File: src/rtl/usb_tx_encoder.sv
// usb_tx_encoder: USB transmit path with holding/shift registers, NRZI encoding, bit stuffing and EOP generation.
// Define USB_TX_SYNC_GEN_EN to prefix every packet with an automatically generated SYNC byte (0x80).
module usb_tx_encoder (
    input  logic       clk,
    input  logic       n_rst,
    input  logic       en,
    input  logic [7:0] tx_data,
    input  logic       tx_valid,
    input  logic       tx_last,
    output logic       tx_ready,
    output logic       dp_out,
    output logic       dm_out,
    output logic       tx_busy,
    output logic       tx_done,
    output logic       tx_error
);

`ifdef USB_TX_SYNC_GEN_EN
    typedef enum logic [2:0] {IDLE, SYNC, DATA, STUFF, EOP_SE0, EOP_J} state_t;
    localparam logic [7:0] SYNC_BYTE = 8'h80;
`else
    typedef enum logic [2:0] {IDLE, DATA, STUFF, EOP_SE0, EOP_J} state_t;
`endif

    state_t      state_reg, state_next;
    logic [7:0]  hold_reg, hold_next;
    logic        hold_full_reg, hold_full_next;
    logic        hold_last_reg, hold_last_next;
    logic [7:0]  shift_reg, shift_next;
    logic        last_reg, last_next;
    logic [2:0]  bit_idx_reg, bit_idx_next;
    logic [2:0]  ones_reg, ones_next;
    logic        nrzi_reg, nrzi_next;
    logic        eop_cnt_reg, eop_cnt_next;
    logic        dp_reg, dp_next;
    logic        dm_reg, dm_next;
    logic        done_reg, done_next;
    logic        error_reg, error_next;

    logic        accept;
    logic        load;
    logic        send_bit;
    logic        bit_val;
    logic        level;
    logic        go_eop;

    assign tx_ready = ~hold_full_reg & (state_reg != EOP_SE0) & (state_reg != EOP_J);
    assign accept   = tx_valid & tx_ready;
    assign tx_busy  = (state_reg != IDLE);
    assign dp_out   = dp_reg;
    assign dm_out   = dm_reg;
    assign tx_done  = done_reg;
    assign tx_error = error_reg;

    always_ff @(posedge clk or negedge n_rst) begin
        if (!n_rst) begin
            state_reg     <= IDLE;
            hold_reg      <= 8'h00;
            hold_full_reg <= 1'b0;
            hold_last_reg <= 1'b0;
            shift_reg     <= 8'h00;
            last_reg      <= 1'b0;
            bit_idx_reg   <= 3'd0;
            ones_reg      <= 3'd0;
            nrzi_reg      <= 1'b1;
            eop_cnt_reg   <= 1'b0;
            dp_reg        <= 1'b1;
            dm_reg        <= 1'b0;
            done_reg      <= 1'b0;
            error_reg     <= 1'b0;
        end else begin
            state_reg     <= state_next;
            hold_reg      <= hold_next;
            hold_full_reg <= hold_full_next;
            hold_last_reg <= hold_last_next;
            shift_reg     <= shift_next;
            last_reg      <= last_next;
            bit_idx_reg   <= bit_idx_next;
            ones_reg      <= ones_next;
            nrzi_reg      <= nrzi_next;
            eop_cnt_reg   <= eop_cnt_next;
            dp_reg        <= dp_next;
            dm_reg        <= dm_next;
            done_reg      <= done_next;
            error_reg     <= error_next;
        end
    end

    always_comb begin
        state_next     = state_reg;
        hold_next      = hold_reg;
        hold_full_next = hold_full_reg;
        hold_last_next = hold_last_reg;
        shift_next     = shift_reg;
        last_next      = last_reg;
        bit_idx_next   = bit_idx_reg;
        ones_next      = ones_reg;
        nrzi_next      = nrzi_reg;
        eop_cnt_next   = eop_cnt_reg;
        dp_next        = dp_reg;
        dm_next        = dm_reg;
        done_next      = 1'b0;
        error_next     = 1'b0;
        load           = 1'b0;
        send_bit       = 1'b0;
        bit_val        = 1'b0;
        level          = nrzi_reg;
        go_eop         = 1'b0;

        if (en) begin
            case (state_reg)
                IDLE: begin
                    if (hold_full_reg) begin
`ifdef USB_TX_SYNC_GEN_EN
                        state_next   = SYNC;
                        bit_idx_next = 3'd0;
                        send_bit     = 1'b1;
                        bit_val      = SYNC_BYTE[0];
`else
                        load = 1'b1;
`endif
                    end
                end
`ifdef USB_TX_SYNC_GEN_EN
                SYNC: begin
                    if (bit_idx_reg == 3'd7) begin
                        load = 1'b1;
                    end else begin
                        bit_idx_next = bit_idx_reg + 3'd1;
                        send_bit     = 1'b1;
                        bit_val      = SYNC_BYTE[bit_idx_reg + 3'd1];
                    end
                end
`endif
                DATA, STUFF: begin
                    // Underrun is judged before stuffing so a starved packet goes straight to EOP.
                    if (state_reg == DATA && bit_idx_reg == 3'd7 && !last_reg && !hold_full_reg) begin
                        error_next = 1'b1;
                        go_eop     = 1'b1;
                    end else if (ones_reg == 3'd6) begin
                        state_next = STUFF;
                        send_bit   = 1'b1;
                        bit_val    = 1'b0;
                    end else if (bit_idx_reg != 3'd7) begin
                        state_next   = DATA;
                        bit_idx_next = bit_idx_reg + 3'd1;
                        shift_next   = {1'b0, shift_reg[7:1]};
                        send_bit     = 1'b1;
                        bit_val      = shift_reg[1];
                    end else if (last_reg) begin
                        go_eop = 1'b1;
                    end else if (hold_full_reg) begin
                        load = 1'b1;
                    end else begin
                        error_next = 1'b1;
                        go_eop     = 1'b1;
                    end
                end
                EOP_SE0: begin
                    if (!eop_cnt_reg) begin
                        eop_cnt_next = 1'b1;
                    end else begin
                        state_next = EOP_J;
                        dp_next    = 1'b1;
                        dm_next    = 1'b0;
                    end
                end
                EOP_J: begin
                    state_next = IDLE;
                    done_next  = 1'b1;
                    nrzi_next  = 1'b1;
                    ones_next  = 3'd0;
                end
                default: state_next = IDLE;
            endcase
        end

        if (go_eop) begin
            state_next   = EOP_SE0;
            eop_cnt_next = 1'b0;
            ones_next    = 3'd0;
            nrzi_next    = 1'b1;
            dp_next      = 1'b0;
            dm_next      = 1'b0;
        end

        if (load) begin
            state_next     = DATA;
            shift_next     = hold_reg;
            last_next      = hold_last_reg;
            hold_full_next = 1'b0;
            bit_idx_next   = 3'd0;
            send_bit       = 1'b1;
            bit_val        = hold_reg[0];
        end

        // NRZI: a 0 toggles the line, a 1 holds it; stuffed bits arrive here as 0.
        if (send_bit) begin
            level     = bit_val ? nrzi_reg : ~nrzi_reg;
            nrzi_next = level;
            ones_next = bit_val ? (ones_reg + 3'd1) : 3'd0;
            dp_next   = level;
            dm_next   = ~level;
        end

        // Written after the load so a same-cycle accept refills the register just emptied.
        if (accept) begin
            hold_next      = tx_data;
            hold_last_next = tx_last;
            hold_full_next = 1'b1;
        end
    end

endmodule

File: config.mk
export PLATFORM = sky130hd
export DESIGN_NAME = usb_tx_encoder
export DESIGN_NICKNAME = d
export VERILOG_FILES = /design/src/rtl/usb_tx_encoder.sv
export SDC_FILE = /design/constraint.sdc
export NUM_CORES = 1
export LEC_CHECK = 0
export ABC_AREA = 1
export CAP_MARGIN = 40
export CORE_AREA = 2 2 62 64
export CTS_BUF_LIST = sky130_fd_sc_hd__clkbuf_8
export CTS_CLUSTER_DIAMETER = 200
export DETAILED_ROUTE_END_ITERATION = 12
export DIE_AREA = 0 0 64 66
export PLACE_DENSITY = 0.71
export SLEW_MARGIN = 20
export SYNTH_ARGS = -nofsm -noshare
export SYNTH_HDL_FRONTEND = slang
export SYNTH_SLANG_ARGS = --single-unit
File: constraint.sdc
create_clock -name clk -period 4 [get_ports clk]
set_input_delay 0.8 -clock clk [delete_from_list [all_inputs] [get_ports clk]]
set_output_delay 0.8 -clock clk [all_outputs]
set_load 0.01 [all_outputs]
Word level (Yosys, flattened, before mapping)
Index checks and enable logic that the tools add are counted.

word-level totals
  word-level logic and storage cells = 140
  memory bits (writable) = 0
  register bits after elaboration = 34
  output and inout bits = 6
  bits in latches = 0
  memories kept = 0
  bits of input ports = 13
  ROM bits = 0

operators by class
  shifts and indexed selects = 0
  add/subtract/negate cells = 2
  div/mod/pow operators = 0
  multiplexer cells = 79
  reductions and logical operators = 24
  eq/ne operators = 15
  multipliers = 0
  $lt $le $gt $ge = 0
  bitwise operators = 6

operators with widths
  kind                                                                   count
  3-bit 2-to-1 mux                                                       18
  1-bit 2-to-1 mux                                                       53
  8-bit 2-to-1 mux                                                       6
  3-bit nonzero test                                                     6
  2-bit nonzero test                                                     6
  5-bit AND reduction                                                    2
  3-bit equality test, second input constant                             3
  3-bit != test, second input constant                                   3
  3-bit case mux with 3 select lines                                     1
  4-bit != test, second input constant                                   2
  3-bit by 1-bit adder with 3-bit output, second input constant          2
  3-bit by 2-bit equality test with 1-bit output, second input constant  2
  5-bit != test, second input constant                                   1
  2-bit != test, second input constant                                   2
  2-bit AND reduction                                                    2
  1-bit bitwise AND                                                      3
  3-bit by 1-bit equality test with 1-bit output, second input constant  1
  1-bit logical AND                                                      3
  3-bit logical NOT                                                      1
  3-bit by 2-bit != test with 1-bit output, second input constant        1
  1-bit NOT                                                              3
  3-bit AND reduction                                                    1
  1-bit logical NOT                                                      2
  1-bit case mux with 2 select lines                                     1
  2-bit OR reduction                                                     1

Longest topological paths before layout
  word-level depth = 11
  depth in mapped cells = 14
  mapped depth without buffers = 14

Worst setup path before layout
No wires, ideal clock.

  path type = input to register
  start = input port en
  end = register state_reg[2]
  path slack = 2.324 ns
  required time = 3.879 ns
  buffers on the path = 1
  stages = 10
  library setup time = 0.121 ns
  arrival time = 1.555 ns
  cells stage by stage = buf_6 -> inv_1 -> nor2_2 -> nand3_2 -> nand2_1 -> inv_2 -> nand2_2 -> nand2_2 -> nand2_1 -> nand2_1

between the ends
  word-level cells in the longest chain between the ends = 3
  elaborated cells between the ends (all ways) = 10
  those cells by class = eq/ne (4); mux (4); reduce/logical (2)

ends and longest elaborated chain
  what                                                                      RTL line  text
  start: declaration                                                        6         input logic en,
  1-bit 2-to-1 mux                                                          110       if (en) begin
  5-bit != test (no line) (tied with other cells)                           --
  5-bit AND reduction (no line) / 3-bit 2-to-1 mux (equally long branches)  --
  end signal: assignment                                                    72        state_reg <= state_next;
  end: declaration                                                          25        state_t state_reg, state_next;

Parallel ways exist; a longest one is shown, timed or not.
A chain may end at the register's enable or synchronous reset.

Final worst setup path
  start = register state_reg[1]
  end = output port tx_ready

between the ends
  word-level cells in the longest chain between the ends = 3
  elaborated cells between the ends (all ways) = 4
  those cells by class = eq/ne (2); bitwise (2)

ends and longest elaborated chain
  what                                      RTL line  text
  3-bit by 2-bit != test with 1-bit output  47        assign tx_ready = ~hold_full_reg & (state_reg != EOP_SE0) & (state_reg != EOP_J);
  1-bit bitwise AND                         47
  1-bit bitwise AND (*)                     47
  end: declaration                          10        output logic tx_ready,

Mark *: on every way between the ends. The rest lies on a longest branch, timed or not.

==> flow_summary_export.csv <==
group,metric,value,unit
detailed_routing,drc,0,
finish,fin_nets,231,
detailed_routing,vias,1279,
clocking,hold_buffers,0,
worst_setup_path,worstPathRequired,3200,ps
logic_synthesis,synthArstFlopShare,100,%
logic_synthesis,syn-cell-area,1720,um2
finish,area_growth,16.5,%
timing,finalWorstSetupSlack,1500,ps
logic_synthesis,synth-simple-area-share,26.4,%
finish,nFillCells,326,
finish,largest_register_ffs,8,
grt,grt_pass1_wl,5460,um
floorplan,row_count,22,
placement,dp_slack,1480,ps
detailed_routing,drtPass1Iterations,4,
detailed_routing,wl_per_cell,11.3,um
timing,max_freq,401,MHz
finish,multi_input_area,731,um2
finish,antenna_cells,0,
floorplan,die_h,66,um
logic_synthesis,synth-compound-area-share,7.06,%
logic_synthesis,yosysTopAreaCell,"dfrtp_1",
timing,tightest_slew,441,ps
worst_setup_path,path_max_fanout,5,
timing,finalCritPeriodShare,62.4,%
detailed_routing,postRouteAntennaNets,0,
power_and_ir_drop,vdd_drop_max,0.315,mV
timing,hold_viol,0,
clocking,clock_sinks,33,
placement,place.gp.congestion,0.848,
floorplan,start_util,48.4,%
logic_synthesis,synth_seq_cells,33,
grt,grt_max_degree,34,
logic_synthesis,synth_area_leaders,"dfrtp_1 (45%), nand2_1 (8.7%), inv_1 (5.9%)",
power_and_ir_drop,internal_power,0.854,mW
clocking,path_clk_slew,70,ps
power_and_ir_drop,p_clk_share,17.8,%
clocking,post_cts_buffers,0,
timing,rsz0062_at_grt,"no",
floorplan,die_x,64,um
logic_synthesis,synth_fa_ha_area_share,2.91,%
grt,gr-usage-all-layers,17.0,%
flow_run,maxCapViolations,0,
logic_synthesis,synth-xor-area-share,0.510,%
logic_synthesis,synthCells,193,
clocking,htreeDepth,2,
logic_synthesis,synth_nets,210,
timing,max-slew-margin-rel,70.5,%
logic_synthesis,synthMuxAreaShare,5.68,%
grt,grt_pass1_vias,1265,
detailed_routing,drt-initial-drc-count,78,
logic_synthesis,yosysTopAreaCellShare,45.2,%
worst_setup_path,critPathArrivalTime,1700,ps
clocking,root_buffer,"clkbuf_8",
power_and_ir_drop,p_sw_share,37.7,%
status,status,"finished, final reports clean",
detailed_routing,routed_wl,2980,um
logic_synthesis,syn_area_per_cell,8.90,um2
power_and_ir_drop,seqPwrFrac,41.3,%
timing,fin_tns_setup,0,ps
clocking,clock_path_buffers,2,
logic_synthesis,synth_edf_count,0,
logic_synthesis,ys_seq_area_share,48.2,%
power_and_ir_drop,p_leak,1.05,nW
min_path,hold_class,"reg -> reg",
worst_setup_path,critPathKind,"reg -> out",
power_and_ir_drop,power_density,684,nW/um2
clocking,cts_buffers,5,
logic_synthesis,synth-warning-count,0,
logic_synthesis,synth_ff_type,"dfrtp_1",
finish,final_util,56.4,%
placement,dpl.hpwl,2110,um
placement,place.port_buffers,18,
power_and_ir_drop,comb_power_share,40.9,%
clocking,cts_tree,"yes",
grt,grt_overflow_total,0,
clocking,cts.repair.resized,0,
logic_synthesis,synth_cell_types,26,
worst_setup_path,cp-end-kind,"output port",
detailed_routing,viasPerCell,4.86,
timing,slew_violations,0,
worst_setup_path,cp-start-kind,"register",
power_and_ir_drop,p_switching,0.516,mW
floorplan,core,3550,um2
floorplan,ios,19,
timing,fin_worst_skew,4.25,ps
clocking,clk_latency,280,ps
grt,antenna_found_initial,0,
finish,regArea,828,um2
floorplan,dieArea,4220,um2
timing,layout_min_cycle_time,2500,ps
timing,setup_viol,0,
timing,holdWs,493,ps
logic_synthesis,synth_top_family_by_area,"simple AND/OR/NAND/NOR gates",
finish,drive_gt1_share,17.7,%
## cells by family after synthesis
logic type	after synthesis
xor gates and xnor gates	1
muxes	7
adders and majority gates	4
buffers and inverters	34
DFF	33
AOI/OAI and AO/OA	23
and+or+nand+nor	91
## critical path: stages (launching register included)
cell and delay, ps:
dfrtp_1 420, nand2_1 140, nor2_2 90, nor3_4 190, clkdlybuf4s50_1 560
## through the flow
stage | instance area (um2) | cells | total power, mW
after floorplan | 1720 | 193 | 1.00
after global placement | 1920 | 255 | 1.12
after detailed placement | 1920 | 255 | 1.13
after CTS | 2000 | 263 | 1.39
after global routing | 2000 | 263 | 1.50
final | 2000 | 263 | 1.37
## path summary, 6_finish.rpt
check	slack [ps]	start	cells past startpoint	to
setup / recovery	1500	state_reg[1]	4	tx_ready
hold reg to reg	490	dp_out	2	dp_out
hold / removal	490	dp_out	2	dp_out
setup reg to reg	2110	bit_idx_reg[0]	12	dp_out
min in group asynchronous	910	n_rst	2	tx_error
max in group asynchronous	2760	n_rst	2	nrzi_reg
## cell usage in the layout (no fill, tap or decap)
cell | Yosys | layout
dfrtp_1 | 31 | 31
nor3_4 | 1 | 1
clkdlybuf4s50_1 | 0 | 18
buf_4 | 0 | 1
nand2_1 | 40 | 40
inv_1 | 27 | 27
a31oi_1 | 2 | 2
nor2_4 | 2 | 2
mux2_2 | 2 | 2
ha_1 | 4 | 4
o21ai_1 | 4 | 4
inv_2 | 2 | 2
o22ai_1 | 1 | 1
nand3_2 | 4 | 4
o21ai_0 | 11 | 11
nor3_1 | 1 | 1
mux2_4 | 5 | 5
dfstp_2 | 2 | 2
xor2_1 | 1 | 1
nor2_1 | 12 | 12
clkinvlp_4 | 0 | 1
nand2_4 | 1 | 1
o211ai_1 | 1 | 1
clkinv_2 | 0 | 2
nand2_2 | 7 | 7
a21oi_1 | 4 | 4
nor2_2 | 3 | 3
nand3_1 | 20 | 20
clkbuf_8 | 0 | 5
## layout make-up
class,count,area share [%]
multi-input combinational,126,36.5
sequential,33,41.4
inverter,29,5.44
clock inverter,3,0.875
tap,48,3.00
clock buffer,5,3.44
timing repair buffer,19,9.38
## metal layers
| metal | global-route usage [%] | part of all wire (%) | up-vias | routed length, um |
|---|---|---|---|---|
| li1 | - | - | 656 | - |
| met5 | 0 | 0 | - | 0 |
| met1 | 20.3 | 46 | 595 | 1370 |
| met3 | 5.11 | 3.6 | 5 | 106 |
| met4 | 8.42 | 1.4 | 0 | 42 |
| met2 | 28.0 | 49 | 23 | 1470 |
## power by group through the flow
stage                     Combinational (mW)  Sequential [mW]  Clock, mW
after floorplan                        0.445            0.557          0
after global placement                 0.549            0.569          0
after detailed placement               0.563            0.571          0
after CTS                              0.568            0.566      0.253
after global routing                   0.644            0.584      0.267
final                                  0.560            0.566      0.244
## synthesized netlist by cell type, types with 2 or more instances
library cell,instances
a31oi_1,2
mux2_2,2
nor2_2,3
mux2_4,5
nand2_1,40
ha_1,4
nor2_4,2
nand3_2,4
o21ai_1,4
o21ai_0,11
nand2_2,7
inv_2,2
nand3_1,20
nor2_1,12
a21oi_1,4
dfstp_2,2
inv_1,27
buf_6,4
dfrtp_1,31
(Power assumes the default switching activity.)
